**src/rtl/key_filter_if.sv**
```systemverilog
// rtl/key_filter_if.sv - raw key pins in, debounced press pulse and level out
interface key_filter_if #(
  parameter int N_KEYS = 4
);
  logic [N_KEYS-1:0] key_in;
  logic [N_KEYS-1:0] key_flag;
  logic [N_KEYS-1:0] key_level;

  modport master (output key_in, input key_flag, input key_level);
  modport slave  (input key_in, output key_flag, output key_level);
endinterface

```
**src/rtl/key_filter.sv**
```systemverilog
// rtl/key_filter.sv - per-key 2-flop synchroniser and debounce FSM with press pulse/level
// Auto-repeat while held is compiled in only when KEY_REPEAT_EN is defined.
module key_filter #(
  parameter int N_KEYS        = 4,
  parameter int CNT_MAX       = 999_999,
  parameter int REPEAT_DELAY  = 24_999_999,
  parameter int REPEAT_PERIOD = 4_999_999
) (
  input  logic         sys_clk,
  input  logic         sys_rst_n,
  key_filter_if.slave  keys
);

  localparam int CW = (CNT_MAX > 0) ? $clog2(CNT_MAX + 1) : 1;
  // The cycle in which IDLE/HELD first sees the new level counts as the first
  // stable cycle, so the filter terminates one count early.
  localparam logic [CW-1:0] CNT_LAST = CW'(CNT_MAX - 1);

`ifdef KEY_REPEAT_EN
  localparam int RMAX = (REPEAT_DELAY > REPEAT_PERIOD) ? REPEAT_DELAY : REPEAT_PERIOD;
  localparam int RW   = (RMAX > 0) ? $clog2(RMAX + 1) : 1;
  localparam logic [RW-1:0] R_DELAY  = RW'(REPEAT_DELAY);
  localparam logic [RW-1:0] R_PERIOD = RW'(REPEAT_PERIOD);
`endif

  typedef enum logic [1:0] {
    IDLE         = 2'd0,
    PRESS_FILT   = 2'd1,
    HELD         = 2'd2,
    RELEASE_FILT = 2'd3
  } state_t;

  logic [N_KEYS-1:0] sync1;
  logic [N_KEYS-1:0] sync2;

  always_ff @(posedge sys_clk or negedge sys_rst_n) begin
    if (!sys_rst_n) begin
      sync1 <= '1;
      sync2 <= '1;
    end else begin
      sync1 <= keys.key_in;
      sync2 <= sync1;
    end
  end

  for (genvar g = 0; g < N_KEYS; g++) begin : g_key
    state_t        state, state_nxt;
    logic [CW-1:0] cnt, cnt_nxt;
    logic          flag_q, flag_nxt;
    logic          level_q, level_nxt;
    logic          s;

    assign s = sync2[g];

`ifdef KEY_REPEAT_EN
    logic [RW-1:0] rcnt, rcnt_nxt;
    logic          phase, phase_nxt;
    logic [RW-1:0] rterm;

    assign rterm = phase ? R_PERIOD : R_DELAY;

    always_ff @(posedge sys_clk or negedge sys_rst_n) begin
      if (!sys_rst_n) begin
        rcnt  <= '0;
        phase <= 1'b0;
      end else begin
        rcnt  <= rcnt_nxt;
        phase <= phase_nxt;
      end
    end
`endif

    always_ff @(posedge sys_clk or negedge sys_rst_n) begin
      if (!sys_rst_n) begin
        state   <= IDLE;
        cnt     <= '0;
        flag_q  <= 1'b0;
        level_q <= 1'b0;
      end else begin
        state   <= state_nxt;
        cnt     <= cnt_nxt;
        flag_q  <= flag_nxt;
        level_q <= level_nxt;
      end
    end

    always_comb begin
      state_nxt = state;
      cnt_nxt   = cnt;
      flag_nxt  = 1'b0;
      level_nxt = level_q;
`ifdef KEY_REPEAT_EN
      rcnt_nxt  = rcnt;
      phase_nxt = phase;
`endif
      case (state)
        IDLE: begin
          if (!s) begin
            state_nxt = PRESS_FILT;
            cnt_nxt   = '0;
          end
        end
        PRESS_FILT: begin
          if (s) begin
            state_nxt = IDLE;
            cnt_nxt   = '0;
          end else if (cnt == CNT_LAST) begin
            state_nxt = HELD;
            cnt_nxt   = '0;
            flag_nxt  = 1'b1;
            level_nxt = 1'b1;
          end else begin
            cnt_nxt = cnt + 1'b1;
          end
        end
        HELD: begin
          if (s) begin
            state_nxt = RELEASE_FILT;
            cnt_nxt   = '0;
`ifdef KEY_REPEAT_EN
            rcnt_nxt  = '0;
          end else if (rcnt == rterm) begin
            // First hit ends the delay phase; later hits use the period.
            flag_nxt  = 1'b1;
            rcnt_nxt  = '0;
            phase_nxt = 1'b1;
          end else begin
            rcnt_nxt = rcnt + 1'b1;
`endif
          end
        end
        RELEASE_FILT: begin
          if (!s) begin
            state_nxt = HELD;
            cnt_nxt   = '0;
`ifdef KEY_REPEAT_EN
            rcnt_nxt  = '0;
`endif
          end else if (cnt == CNT_LAST) begin
            state_nxt = IDLE;
            cnt_nxt   = '0;
            level_nxt = 1'b0;
`ifdef KEY_REPEAT_EN
            phase_nxt = 1'b0;
`endif
          end else begin
            cnt_nxt = cnt + 1'b1;
          end
        end
        default: begin
          state_nxt = IDLE;
          cnt_nxt   = '0;
        end
      endcase
    end

    assign keys.key_flag[g]  = flag_q;
    assign keys.key_level[g] = level_q;
  end

endmodule

```
**src/flat_wrapper.sv**
```systemverilog
// flat-port wrapper written by rule: the top's interface ports become plain ports
module key_filter_flat 
#(
  parameter int N_KEYS        = 4,
  parameter int CNT_MAX       = 999_999,
  parameter int REPEAT_DELAY  = 24_999_999,
  parameter int REPEAT_PERIOD = 4_999_999
)
  (sys_clk, sys_rst_n, keys_key_in, keys_key_flag, keys_key_level);
  key_filter_if #(.N_KEYS(N_KEYS)) keys_i ();
  input  logic sys_clk;
  input  logic sys_rst_n;
  input wire logic [$bits(keys_i.key_in)-1:0] keys_key_in;
  output wire logic [$bits(keys_i.key_flag)-1:0] keys_key_flag;
  output wire logic [$bits(keys_i.key_level)-1:0] keys_key_level;
  assign keys_i.key_in = keys_key_in;
  assign keys_key_flag = keys_i.key_flag;
  assign keys_key_level = keys_i.key_level;
  key_filter #(.N_KEYS(N_KEYS), .CNT_MAX(CNT_MAX), .REPEAT_DELAY(REPEAT_DELAY), .REPEAT_PERIOD(REPEAT_PERIOD)) u_core (.sys_clk(sys_clk), .sys_rst_n(sys_rst_n), .keys(keys_i));
endmodule
```
**config.mk**
```make
export PLATFORM = sky130hd
export DESIGN_NAME = key_filter_flat
export DESIGN_NICKNAME = d
export VERILOG_FILES = /design/src/rtl/key_filter_if.sv /design/src/rtl/key_filter.sv /design/src/flat_wrapper.sv
export SDC_FILE = /design/constraint.sdc
export NUM_CORES = 1
export LEC_CHECK = 0
export BUFFER_PORTS_ARGS = -buffer_cell sky130_fd_sc_hd__buf_2
export CAP_MARGIN = 0
export CORE_UTILIZATION = 65
export DETAILED_ROUTE_END_ITERATION = 8
export PLACE_DENSITY = 0.8
export SLEW_MARGIN = 20
export SYNTH_ARGS = -nofsm -noshare
export SYNTH_HDL_FRONTEND = slang
export SYNTH_SLANG_ARGS = --single-unit
```
**constraint.sdc**
```tcl
create_clock -name sys_clk -period 4.55 [get_ports sys_clk]
set_input_delay 0.91 -clock sys_clk [delete_from_list [all_inputs] [get_ports sys_clk]]
set_output_delay 0.91 -clock sys_clk [all_outputs]
set_load 0.1 [all_outputs]
```
# Word-level counts from Yosys, hierarchy flattened
# Index checks and enable logic that the tools add are counted.
[word_totals]
wordCells = 174
register_bits = 104
romBits = 0
latchBits = 0
n_memories = 0
out_inout_bits = 8
mem_bits_rw = 0
input_bits = 6
[op_classes]
addsub = 4
reduce_logical = 20
magnitude_cmp = 0
multipliers = 0
shift = 0
muxes = 84
bitwise_logic = 0
div = 0
n_eq_ne = 48
[op_table]
columns = ["cell", "n"]
rows = [
  ["$mux 20", 20],
  ["$pmux 20 s4", 4],
  ["$add 20x1->20 const B", 4],
  ["$eq 20x20->1 const B", 4],
  ["$mux 2", 24],
  ["$ne 2x1->1 const B", 16],
  ["$pmux 2 s4", 4],
  ["$mux 1", 28],
  ["$reduce_and 5->1", 4],
  ["$eq 2x2->1 const B", 8],
  ["$ne 2x2->1 const B", 8],
  ["$reduce_and 4->1", 4],
  ["$ne 3x1->1 const B", 4],
  ["$ne 3x3->1 const B", 4],
  ["$eq 2x1->1 const B", 4],
  ["$logic_not 2->1", 4],
  ["$pmux 1 s2", 4],
  ["$reduce_and 2->1", 4],
  ["$reduce_bool 2->1", 4],
]

# Depth between registers and ports, before layout
# Gate-level depths: netlist (run 1).
[depth]
ltp_word = 4
ltp_mapped = 9
ltp_nobuf = 7

# Least setup slack after synthesis (run 1)
# OpenSTA, ideal clock, no wires.
[synth_path]
path_type = "reg-to-reg"
start = "register u_core.g_key[2].cnt[12]"
end = "register u_core.g_key[2].cnt[2]"
stages_incl_launch_ff = 8
synth_period_minus_slack_ps = 2005
arrival_ps = 1866
path_slack_ps = 2545
path_buffers = 2
setup_time_ps = 138
required_ps = 4411
path_cell_list = "dfrtp_1 buf_6 or4_4 nor4_4 a21oi_4 buf_6 a21oi_1 a31oi_1"
[synth_via]
elab_chain_len = 4
word_cells_on_any_way = 5
cone_classes = "eq/ne (1); mux (4)"
[synth_rtl]
columns = ["item", "line", "rtl"]
rows = [
  ["from (decl)", "key_filter.sv:48", "logic [CW-1:0] cnt, cnt_nxt;"],
  ["from (signal assigned)", "key_filter.sv:81", "cnt <= cnt_nxt;"],
  ["$eq 20x20->1 (*)", "key_filter.sv:107, key_filter.sv:139", ""],
  ["$mux 20 (*)", "key_filter.sv:107, key_filter.sv:139", ""],
  ["$mux 20 (on tied branches)", "key_filter.sv:133, key_filter.sv:104", ""],
  ["$pmux 20 s4 (*)", "key_filter.sv:96", "case (state)"],
]
# Every way passes the cells marked *; elsewhere a longest branch is shown, timed or not.
# A chain may end at the register's enable or synchronous reset.

# Worst setup path in the final report (run 1)
[layout_path]
start = "register u_core.g_key[1].cnt[13]"
end = "register u_core.g_key[1].cnt[17]"
[layout_via]
elab_chain_len = 4
word_cells_on_any_way = 6
cone_classes = "add/sub (1); eq/ne (1); mux (4)"
[layout_rtl]
columns = ["item", "line"]
rows = [
  ["from (decl)", "key_filter.sv:48"],
  ["from (signal assigned)", "key_filter.sv:81"],
  ["$add 20x1->20 or $eq 20x20->1 (tied branches)", "n/a"],
  ["$mux 20 (*)", "key_filter.sv:107, key_filter.sv:139"],
  ["$mux 20 (on tied branches)", "key_filter.sv:133, key_filter.sv:104"],
  ["$pmux 20 s4 (*)", "key_filter.sv:96"],
]
# Marks and branches as above.

==> results of run 1 <==
-- placed cells by master, fill, tap and decap left out, types with 3 or more instances in the layout --
cell type,instances
and2_1,6
a21oi_4,3
nand2b_1,8
inv_1,19
o211ai_1,3
a2bb2oi_1,4
dfstp_2,8
buf_4,3
xnor2_1,4
nand2_1,67
dfrtp_1,96
a21oi_1,42
o21ai_0,24
a31oi_1,48
or2_2,5
mux2i_1,5
o21bai_1,3
nor3_1,18
clkbuf_8,10
or4_1,3
a41oi_1,15
and3_1,8
or3_1,5
nor4_1,6
nand4_1,13
nand4b_1,4
a22o_1,5
nand3_1,53
and4_1,6
nor2_1,33
a21o_1,7
ha_1,8
o21ai_1,5
buf_2,12
nor4_2,3
-- cells by family after synthesis --
group	after synthesis
mux	7
xor+xnor	6
fa+ha+maj	8
buf+inv	51
simple gates	253
flops	104
compound gates	171
-- worst paths after layout --
| check | start | end | slack (ns) | cells after the start |
|---|---|---|---|---|
| min in group asynchronous | sys_rst_n | u_core.g_key[3].cnt[13]$_DFFE_PN0P_ | 0.70 | 1 |
| max in group asynchronous | sys_rst_n | u_core.sync1[3]$_DFF_PN1_ | 2.89 | 2 |
| worst max register to register | u_core.g_key[1].cnt[13]$_DFFE_PN0P_ | u_core.g_key[1].cnt[17]$_DFFE_PN0P_ | 2.29 | 5 |
| worst max-delay path | u_core.g_key[1].cnt[13]$_DFFE_PN0P_ | u_core.g_key[1].cnt[17]$_DFFE_PN0P_ | 2.29 | 5 |
| worst min-delay path | u_core.sync1[1]$_DFF_PN1_ | u_core.sync2[1]$_DFF_PN1_ | 0.37 | 0 |
| worst min register to register | u_core.sync1[1]$_DFF_PN1_ | u_core.sync2[1]$_DFF_PN1_ | 0.37 | 0 |
-- layout make-up --
cell class / instances / area, µm² / area share (%)
Clock buffer: 10 / 137.6 / 2.367
Timing Repair Buffer: 15 / 82.58 / 1.420
Sequential cell: 104 / 2613 / 44.93
Tap cell: 105 / 131.4 / 2.260
Multi-Input combinational cell: 445 / 2715 / 46.70
Clock inverter: 5 / 63.81 / 1.097
Inverter: 19 / 71.32 / 1.227
-- worst register-to-register path, cell delays in order (launching register included) --
cell and delay (ns):
dfrtp_1 0.44, or4_1 0.58, nor3_2 0.32, a21o_1 0.39, o21ai_0 0.17, a22o_1 0.26
-- routing by layer --
metal,GRT usage (%),up-vias,wire length [µm]
li1,-,2219,-
met1,37.11,2194,5182
met2,43.76,107,5499
met3,5.475,7,488
met4,7.071,0,78
met5,0,-,0
-- registers in the layout, summed over array words and instances (netlist names), named ones only --
name,count
u_core.g_key.flag_q,4
u_core.g_key.level_q,4
u_core.g_key.cnt,80
u_core.g_key.state,4
u_core.sync1,4
u_core.sync2,4
-- power by group --
group          total (mW)  leakage, nW  internal (mW)  switching (mW)
registers            1.01         1.41          0.959          0.0496
clock network       0.586       0.0994          0.271           0.314
logic               0.186        0.837         0.0551           0.131
==> metrics, run 1 <==
non-filler cells, final=703; Post-Synth Simple-Gate Area=24.53%; Pwr Total=1.780 mW; gpl congestion=0.8360; Max Clock Skew=0.01276 ns; library cells used by synthesis=59; DR iter-0 viols=198; via/cell ratio=6.440; Die Wd=94.62 µm; CP max FO=10; most common cell in the netlist=dfrtp_1; core area=8258 µm²; Seq/Total Area, Yosys=46.86%; CTS Buf Count=9; post-synthesis compound-gate area fraction=19.73%; clock root buffer=clkbuf_8; Peak VDD IR=0.0001722 V; Avg Synthesized Cell Area=9.292 µm²; PostCTS Resize Cnt=0; fin. max-slew vios=0; post-CTS setup buffers=0; post-synthesis mux area share=1.369%; post-detailed-route wirelength per cell=16.00 µm; slowest stage cell, crit path=or4_1; Max-cap violations=0; #FFs+latches synth=104; syn nets=614; post-layout minimum cycle time=2.257 ns; Die H=94.62 µm; Syn-to-layout area delta=4.286%; gr ovfl total=0; io pins=14; Total GRT Usage=27.00%; final instance area=5814 µm²; crit path kind=flip-flop to flip-flop; pre-CTS setup slack=2.138 ns; TritonCTS clock tree=done; top post-synthesis cells by area=dfrtp_1 (43%), a31oi_1 (5.4%), nand3_1 (4.8%), nand2_1 (4.5%), a21oi_1 (3.9%); crit end category=flip-flop; vias post-DR=4,527; H-tree depth=3; cell chain of the critical path=or4_1 -> nor3_2 -> a21o_1 -> o21ai_0 -> a22o_1; status=finished, final reports clean; final setup fails=0; diode count=0; ys async rst share=100.0%; Placed Instances=688; Synthesis Warnings=0; Hold Vio Cnt, Final=0; largest net degree at the start of global routing=79; top cell type's share of synthesized area=43.09%; DRT Wirelength=11.25 mm; WP data required=4.81 ns; vias in the first global route=4,180; xor/xnor share of the synthesized area=0.9425%; hold slack=0.3651 ns; number of flops mapped to enable cells by yosys=0; Synth Area in Adders=1.795%; cell taking the most area after synthesis=dfrtp_1; Placement Cell Area=5598 µm²; main flop type after synthesis=dfrtp_1; clock sink count=104; cell count after synthesis=600; HP Class=flip-flop to flip-flop; RSZ-0062 raised after global routing=no; pwr dens=306.1 nW/µm²; clock buffer depth=2; DRC viols=0; initial core utilization=67.52%; Die ar.=8952 µm²; post-layout util=70.41%; Worst-Margin Slew=0.9435 ns; Crit path max-delay family=simple AND/OR/NAND/NOR gates; worst path bufs/invs=0; largest family of logic cells by synthesized area=simple AND/OR/NAND/NOR gates; antenna viol nets, final=0; Post-synth top cells=dfrtp_1 (96), nand2_1 (67), nand3_1 (53); Pleak=2.346 nW; layout net count=608; Clk Latency, worst-skew pair=0.37 ns; Worst slew margin=37.10%; proportion of layout cells with a drive suffix above 1=10.03%; Critical Path Max Stage Delay=0.58 ns; Rows=33; initial antenna violation count=0; setup ws final=2.293 ns; cts hold-fix bufs=0; Worst-path clk slew=0.10 ns; Worst Setup Start Kind=flip-flop; synthesized cell area=5575 µm²; first-pass GRT wire length=19.20 mm; period utilisation layout=49.61%; dpl hpwl=7.551 mm; port bufs=13; Crit path arrival time=2.51 ns; fmax=443.0 MHz; setup_tns=0 ns; fill count=638; DR pass1 iterations=4
Power figures use the tool's default switching activity.
==> inputs of run 2 (changes only) <==
--- a/config.mk
+++ b/config.mk
@@ -7,9 +7,9 @@
 export LEC_CHECK = 0
 export BUFFER_PORTS_ARGS = -buffer_cell sky130_fd_sc_hd__buf_2
 export CAP_MARGIN = 0
-export CORE_UTILIZATION = 65
+export CORE_UTILIZATION = 57
 export DETAILED_ROUTE_END_ITERATION = 8
-export PLACE_DENSITY = 0.8
+export PLACE_DENSITY = 0.75
 export SLEW_MARGIN = 20
 export SYNTH_ARGS = -nofsm -noshare
 export SYNTH_HDL_FRONTEND = slang
==> constraint.sdc (replaced) <==
create_clock -name sys_clk -period 1.9 [get_ports sys_clk]
set_input_delay 0.38 -clock sys_clk [delete_from_list [all_inputs] [get_ports sys_clk]]
set_output_delay 0.38 -clock sys_clk [all_outputs]
set_load 0.1 [all_outputs]
==> run 2 against run 1 <==
Cell count up 18%; power rose to 2.6 times the previous value; sequential share of layout area is 8.6 points lower; the run now ends with DRC, setup timing left; sequential power increased by 140%; global-route usage grew 1.2 points; die area is 14% higher; utilization grew 6.5 points; flip-flop and latch count stayed put; worst hold slack lost 0.28 ns; critical path depth is 1 higher; via count grew 17%; largest power group unchanged; largest cell class unchanged; critical path type unchanged; design area rose by 24%.
==> metrics, run 2 (same netlist as run 1, synthesis figures left out) <==
final setup fails=50; gr ovfl total=0; Worst slew margin=57.21%; Max Clock Skew=0.007872 ns; H-tree depth=3; hold slack=0.08623 ns; initial core utilization=59.49%; DRC viols=1; clock share of power=31.6%; Largest Register=u_core.g_key.cnt; crit end category=flip-flop; CP max FO=6; Worst-Margin Slew=0.6395 ns; Rows=35; Worst Setup Start Kind=flip-flop; post-layout minimum cycle time=2.000 ns; antenna viol nets, final=0; Syn-to-layout area delta=29.26%; via/cell ratio=6.417; number of flip-flops in the largest register=80; layout net count=707; Die H=100.9 µm; DR pass1 iterations=8; Sequential Power Share=52.3%; Total GRT Usage=28.15%; Placement Cell Area=6241 µm²; setup ws final=-0.09987 ns; CTS Buf Count=9; most common cell after layout, fill and taps aside=dfrtp_1; HP Class=input pin to flip-flop; Crit path arrival time=2.24 ns; TritonCTS clock tree=done; Pleak=2.962 nW; slowest stage cell, crit path=or4b_4; vias post-DR=5,307; crit path kind=flip-flop to flip-flop; largest net degree at the start of global routing=35; Hold Vio Cnt, Final=0; port bufs=13; Int Power=3.277 mW; failing checks=DRC, setup timing; sw frac=28.17%; RSZ-0062 raised after global routing=yes; combinational share of power=16.0%; diode count=0; cell chain of the critical path=or4b_4 -> nor4_4 -> a21oi_4 -> clkbuf_16 -> a21oi_2 -> a31oi_1; most frequent cells in the layout=dfrtp_1 (93), buf_4 (82), nand2_1 (66), nand3_1 (47), a31oi_1 (46); Clk Latency, worst-skew pair=0.38 ns; fin. max-slew vios=0; Critical Path Max Stage Delay=0.57 ns; dpl hpwl=8.810 mm; Die ar.=10,180 µm²; post-detailed-route wirelength per cell=18.16 µm; Die Wd=100.9 µm; DRT Wirelength=15.02 mm; clock root buffer=clkbuf_8; proportion of layout cells with a drive suffix above 1=33.24%; core area=9371 µm²; fmax=500.0 MHz; Peak VDD IR=0.0004758 V; gpl congestion=0.8929; pre-CTS setup slack=-0.2149 ns; pwr dens=633.0 nW/µm²; Max-cap violations=0; clock sink count=104; vias in the first global route=4,919; initial antenna violation count=0; status=finished, violations left; period utilisation layout=105.3%; clock buffer depth=2; fill count=612; first-pass GRT wire length=22.47 mm; WP data required=2.14 ns; io pins=14; DR iter-0 viols=266; final instance area=7207 µm²; Worst-path clk slew=0.09 ns; switching pwr=1.285 mW
[run 2: changes by cell type in the layout (fill, tap and decap cells not counted), sizes merged]
| cell | previous run | this run |
|---|---|---|
| buf | 15 | 106 |
| a21oi | 46 | 50 |
| dlygate4sd3 | 0 | 1 |
| inv | 21 | 19 |
| clkbuf | 10 | 16 |
[run 2: layout make-up]
| type | count | area (µm²) | share of cell area, % |
|---|---|---|---|
| Clock buffer | 13 | 158.9 | 2.205 |
| Clock inverter | 3 | 42.54 | 0.5903 |
| Inverter | 19 | 71.32 | 0.9896 |
| Multi-Input combinational cell | 449 | 3226 | 44.76 |
| Sequential cell | 104 | 2616 | 36.30 |
| Tap cell | 129 | 161.4 | 2.240 |
| Timing Repair Buffer | 110 | 930.9 | 12.92 |
[run 2: critical path, delay by kind of cell (launching register included)]
kind                   cells  cell delay (ns)
AND/OR/NAND/NOR            2             0.84
AO/OA/AOI/OAI              3             0.42
flip-flops                 1             0.39
buffers and inverters      1             0.21
[run 2: metal layers]
metal	global-route usage, %	share of wire [%]
met1	35.79	41
met2	48.00	51
met3	5.270	6.1
met4	10.48	2.0
met5	0	0
[run 2: stage by stage]
step	std cells	TNS (ns)	util [%]	total power, mW
3_3_place_gp	785	-1.060	66.60	2.976
4_1_cts	813	-0.2890	71.34	4.451
6_report	827	-1.654	76.90	4.562
5_1_grt	827	-5.381	76.90	4.739
3_5_place_dp	785	-4.105	66.60	3.007
2_1_floorplan	600	-0.6948	-	2.768
[run 2: final timing paths]
| kind | startpoint | to | slack [ns] | cells past startpoint |
|---|---|---|---|---|
| setup / recovery | u_core.g_key[0].cnt[12]$_DFFE_PN0P_ | u_core.g_key[0].cnt[9]$_DFFE_PN0P_ | -0.1 | 6 |
| hold / removal | keys_key_in[2] | u_core.sync1[2]$_DFF_PN1_ | 0.09 | 1 |
| setup reg to reg | u_core.g_key[0].cnt[12]$_DFFE_PN0P_ | u_core.g_key[0].cnt[9]$_DFFE_PN0P_ | -0.1 | 6 |
| hold reg to reg | u_core.sync1[2]$_DFF_PN1_ | u_core.sync2[2]$_DFF_PN1_ | 0.36 | 0 |
| max in group asynchronous | sys_rst_n | u_core.sync2[0]$_DFF_PN1_ | 0.84 | 3 |
| min in group asynchronous | sys_rst_n | u_core.g_key[0].cnt[14]$_DFFE_PN0P_ | 0.47 | 2 |
[run 2: what timing repair did]
action | 4_1_cts | 5_1_grt
gates cloned | 3 | 6
buffers inserted | 8 | 8
endpoints found under the hold margin | 25 | 0
gates resized for setup | 24 | 84
hold buffers | 1 | 0
endpoints found under the setup margin | 58 | 68
pin swaps | 17 | 30
[run 2: power by group through the flow]
| stage | clock [mW] | combinational, mW | sequential (mW) |
|---|---|---|---|
| 5_1_grt | 1.53 | 0.804 | 2.40 |
| 3_3_place_gp | 0 | 0.561 | 2.42 |
| 6_report | 1.44 | 0.731 | 2.39 |
| 2_1_floorplan | 0 | 0.350 | 2.42 |
| 3_5_place_dp | 0 | 0.586 | 2.42 |
| 4_1_cts | 1.45 | 0.617 | 2.38 |
==> inputs of run 3 (changes only) <==
--- a/config.mk
+++ b/config.mk
@@ -7,9 +7,10 @@
 export LEC_CHECK = 0
 export BUFFER_PORTS_ARGS = -buffer_cell sky130_fd_sc_hd__buf_2
 export CAP_MARGIN = 0
-export CORE_UTILIZATION = 57
+export CORE_UTILIZATION = 59
+export CTS_BUF_LIST = sky130_fd_sc_hd__clkbuf_8
 export DETAILED_ROUTE_END_ITERATION = 8
-export PLACE_DENSITY = 0.75
+export PLACE_DENSITY = 0.77
 export SLEW_MARGIN = 20
 export SYNTH_ARGS = -nofsm -noshare
 export SYNTH_HDL_FRONTEND = slang
==> run 3 against run 2 <==
The run ends with setup timing left; wire length shrank 5.8%; sequential power barely moved; fmax grew 0.36%; flip-flop and latch count did not move; sequential share of layout area is 1.2 points higher; combinational power grew 5.6%; cell count shrank 4.6%; critical endpoint is now u_core.g_key[3].cnt[3]$_DFFE_PN0P_; highest routed layer unchanged.
==> metrics, run 3 (same netlist as run 1, synthesis figures left out) <==
gr ovfl total=0; Pleak=2.830 nW; vias post-DR=5,196; WL met2=7.054 mm; Max Clock Skew=0.01182 ns; crit end category=flip-flop; Total GRT Usage=28.29%; status=finished, violations left; vias in the first global route=4,757; Crit path arrival time=2.25 ns; pwr dens=675.5 nW/µm²; DR pass1 iterations=5; clock share of power=32.6%; switching pwr=1.320 mW; Largest Register=u_core.g_key.cnt; setup ws final=-0.09262 ns; dpl hpwl=8.533 mm; Clk Latency, worst-skew pair=0.37 ns; DRT Wirelength=14.15 mm; post-detailed-route wirelength per cell=17.93 µm; most common cell after layout, fill and taps aside=dfrtp_1; Peak VDD IR=0.0004124 V; proportion of layout cells with a drive suffix above 1=30.83%; post-layout minimum cycle time=1.993 ns; sw frac=28.00%; TritonCTS clock tree=done; Syn-to-layout area delta=25.16%; core area=9196 µm²; H-tree depth=3; DRC viols=0; Worst slew margin=62.31%; hold slack=0.1065 ns; Die H=99.21 µm; initial core utilization=60.63%; non-filler cells, final=789; Int Power=3.394 mW; clock sink count=104; period utilisation layout=104.9%; clock buffer depth=2; Max Used Layer=met4; CTS Buf Count=9; failing checks=setup timing; antenna viol nets, final=0; HP Class=input pin to flip-flop; Worst-path clk slew=0.10 ns; DR iter-0 viols=211; initial antenna violation count=0; Die ar.=9843 µm²; layout net count=687; Pwr Total=4.714 mW; met1 wire length=5.959 mm; clock root buffer=clkbuf_8; gpl congestion=0.8862; Die Wd=99.21 µm; Critical Path Source=u_core.g_key[3].cnt[13]$_DFFE_PN0P_; port bufs=13; hold_sp=keys_key_in[1]; fin. max-slew vios=0; WP data required=2.16 ns; Worst Setup Start Kind=flip-flop; FF-to-FF setup slack=-0.09 ns; largest net degree at the start of global routing=39; RR Startpoint=u_core.g_key[3].cnt[13]$_DFFE_PN0P_; Max-cap violations=0; Placed Instances=762; first-pass GRT wire length=22.40 mm; CP max FO=8; final setup fails=14; combinational share of power=16.4%; R2R depth=6; Hold Vio Cnt, Final=0; RSZ-0062 raised after global routing=yes; Reg-to-Reg End=u_core.g_key[3].cnt[3]$_DFFE_PN0P_; via/cell ratio=6.586; WHS Path Cells=1; Worst Hold End=u_core.sync1[1]$_DFF_PN1_; post-layout util=75.88%; Rows=35; most frequent cells in the layout=dfrtp_1 (92), nand2_1 (66), buf_4 (65), nand3_1 (49), a31oi_1 (45); diode count=0; crit path kind=flip-flop to flip-flop; Worst-Margin Slew=0.5611 ns; io pins=14; fmax=501.9 MHz; Sequential Power Share=51.0%; WL met3=782 µm; number of flip-flops in the largest register=80
-- run 3: cell types whose count changed in the layout (fill, tap and decap cells not counted), sizes merged --
| cell | change |
|---|---|
| clkinv | +2 |
| bufinv | +1 |
| buf | -19 |
| a21oi | -1 |
| clkbuf | -4 |
| a21o | +1 |
-- run 3: repair_timing --
action,4_1_cts,5_1_grt
buffers inserted,2,3
setup endpoints to repair,42,73
cloned,4,3
hold endpoints to repair,26,0
gates resized for setup,23,71
pin swaps,12,31
hold buffers,1,0
-- run 3: power by group through the flow --
stage / Combinational, mW / Clock (mW) / Sequential, mW
5_1_grt: 0.842 / 1.64 / 2.42
3_3_place_gp: 0.535 / 0 / 2.43
2_1_floorplan: 0.350 / 0 / 2.42
6_report: 0.772 / 1.54 / 2.40
3_5_place_dp: 0.555 / 0 / 2.43
4_1_cts: 0.708 / 1.56 / 2.39
-- run 3: area by class of cell --
type | instances | area (µm²)
clock buffer | 10 | 137.6
timing repair buffer | 90 | 755.7
sequential | 104 | 2618
inverter | 19 | 71.32
clock inverter | 6 | 82.58
multi-input combinational | 449 | 3174
fill | 601 | 2218
tap | 111 | 138.9
-- run 3: worst max path at each step --
stage	end	depth (start not counted)	slack, ns
detailed placement	u_core.g_key[2].cnt[11]$_DFFE_PN0P_	5	-0.16
global placement	u_core.g_key[2].cnt[14]$_DFFE_PN0P_	5	-0.08
floorplan	u_core.g_key[2].cnt[2]$_DFFE_PN0P_	7	-0.07
global route	u_core.g_key[2].cnt[17]$_DFFE_PN0P_	6	-0.15
finish	u_core.g_key[3].cnt[3]$_DFFE_PN0P_	6	-0.09
CTS	u_core.g_key[3].cnt[3]$_DFFE_PN0P_	5	-0.06
-- run 3: routing by layer --
layer,up-vias,track usage [%]
met3,34,3.233
met2,192,48.18
met1,2580,37.67
li1,2390,-
met5,-,0
met4,0,10.07
-- run 3: critical path: stages (launching register included) --
cell and delay, ns:
dfrtp_1 0.41, or4_4 0.56, nor4_4 0.24, a21oi_4 0.16
buf_12 0.18, a21o_1 0.15, a22o_1 0.18
-- run 3: through the flow --
| stage | TNS [ns] | instance area, µm² | setup WS, ns |
|---|---|---|---|
| finish | -0.4444 | 6978 | -0.09262 |
| global route | -2.593 | 6978 | -0.1507 |
| CTS | -0.7876 | 6665 | -0.06079 |
| detailed placement | -1.836 | 6181 | -0.1581 |
| global placement | -0.5714 | 6181 | -0.08496 |
| floorplan | -0.6948 | 5598 | -0.06824 |
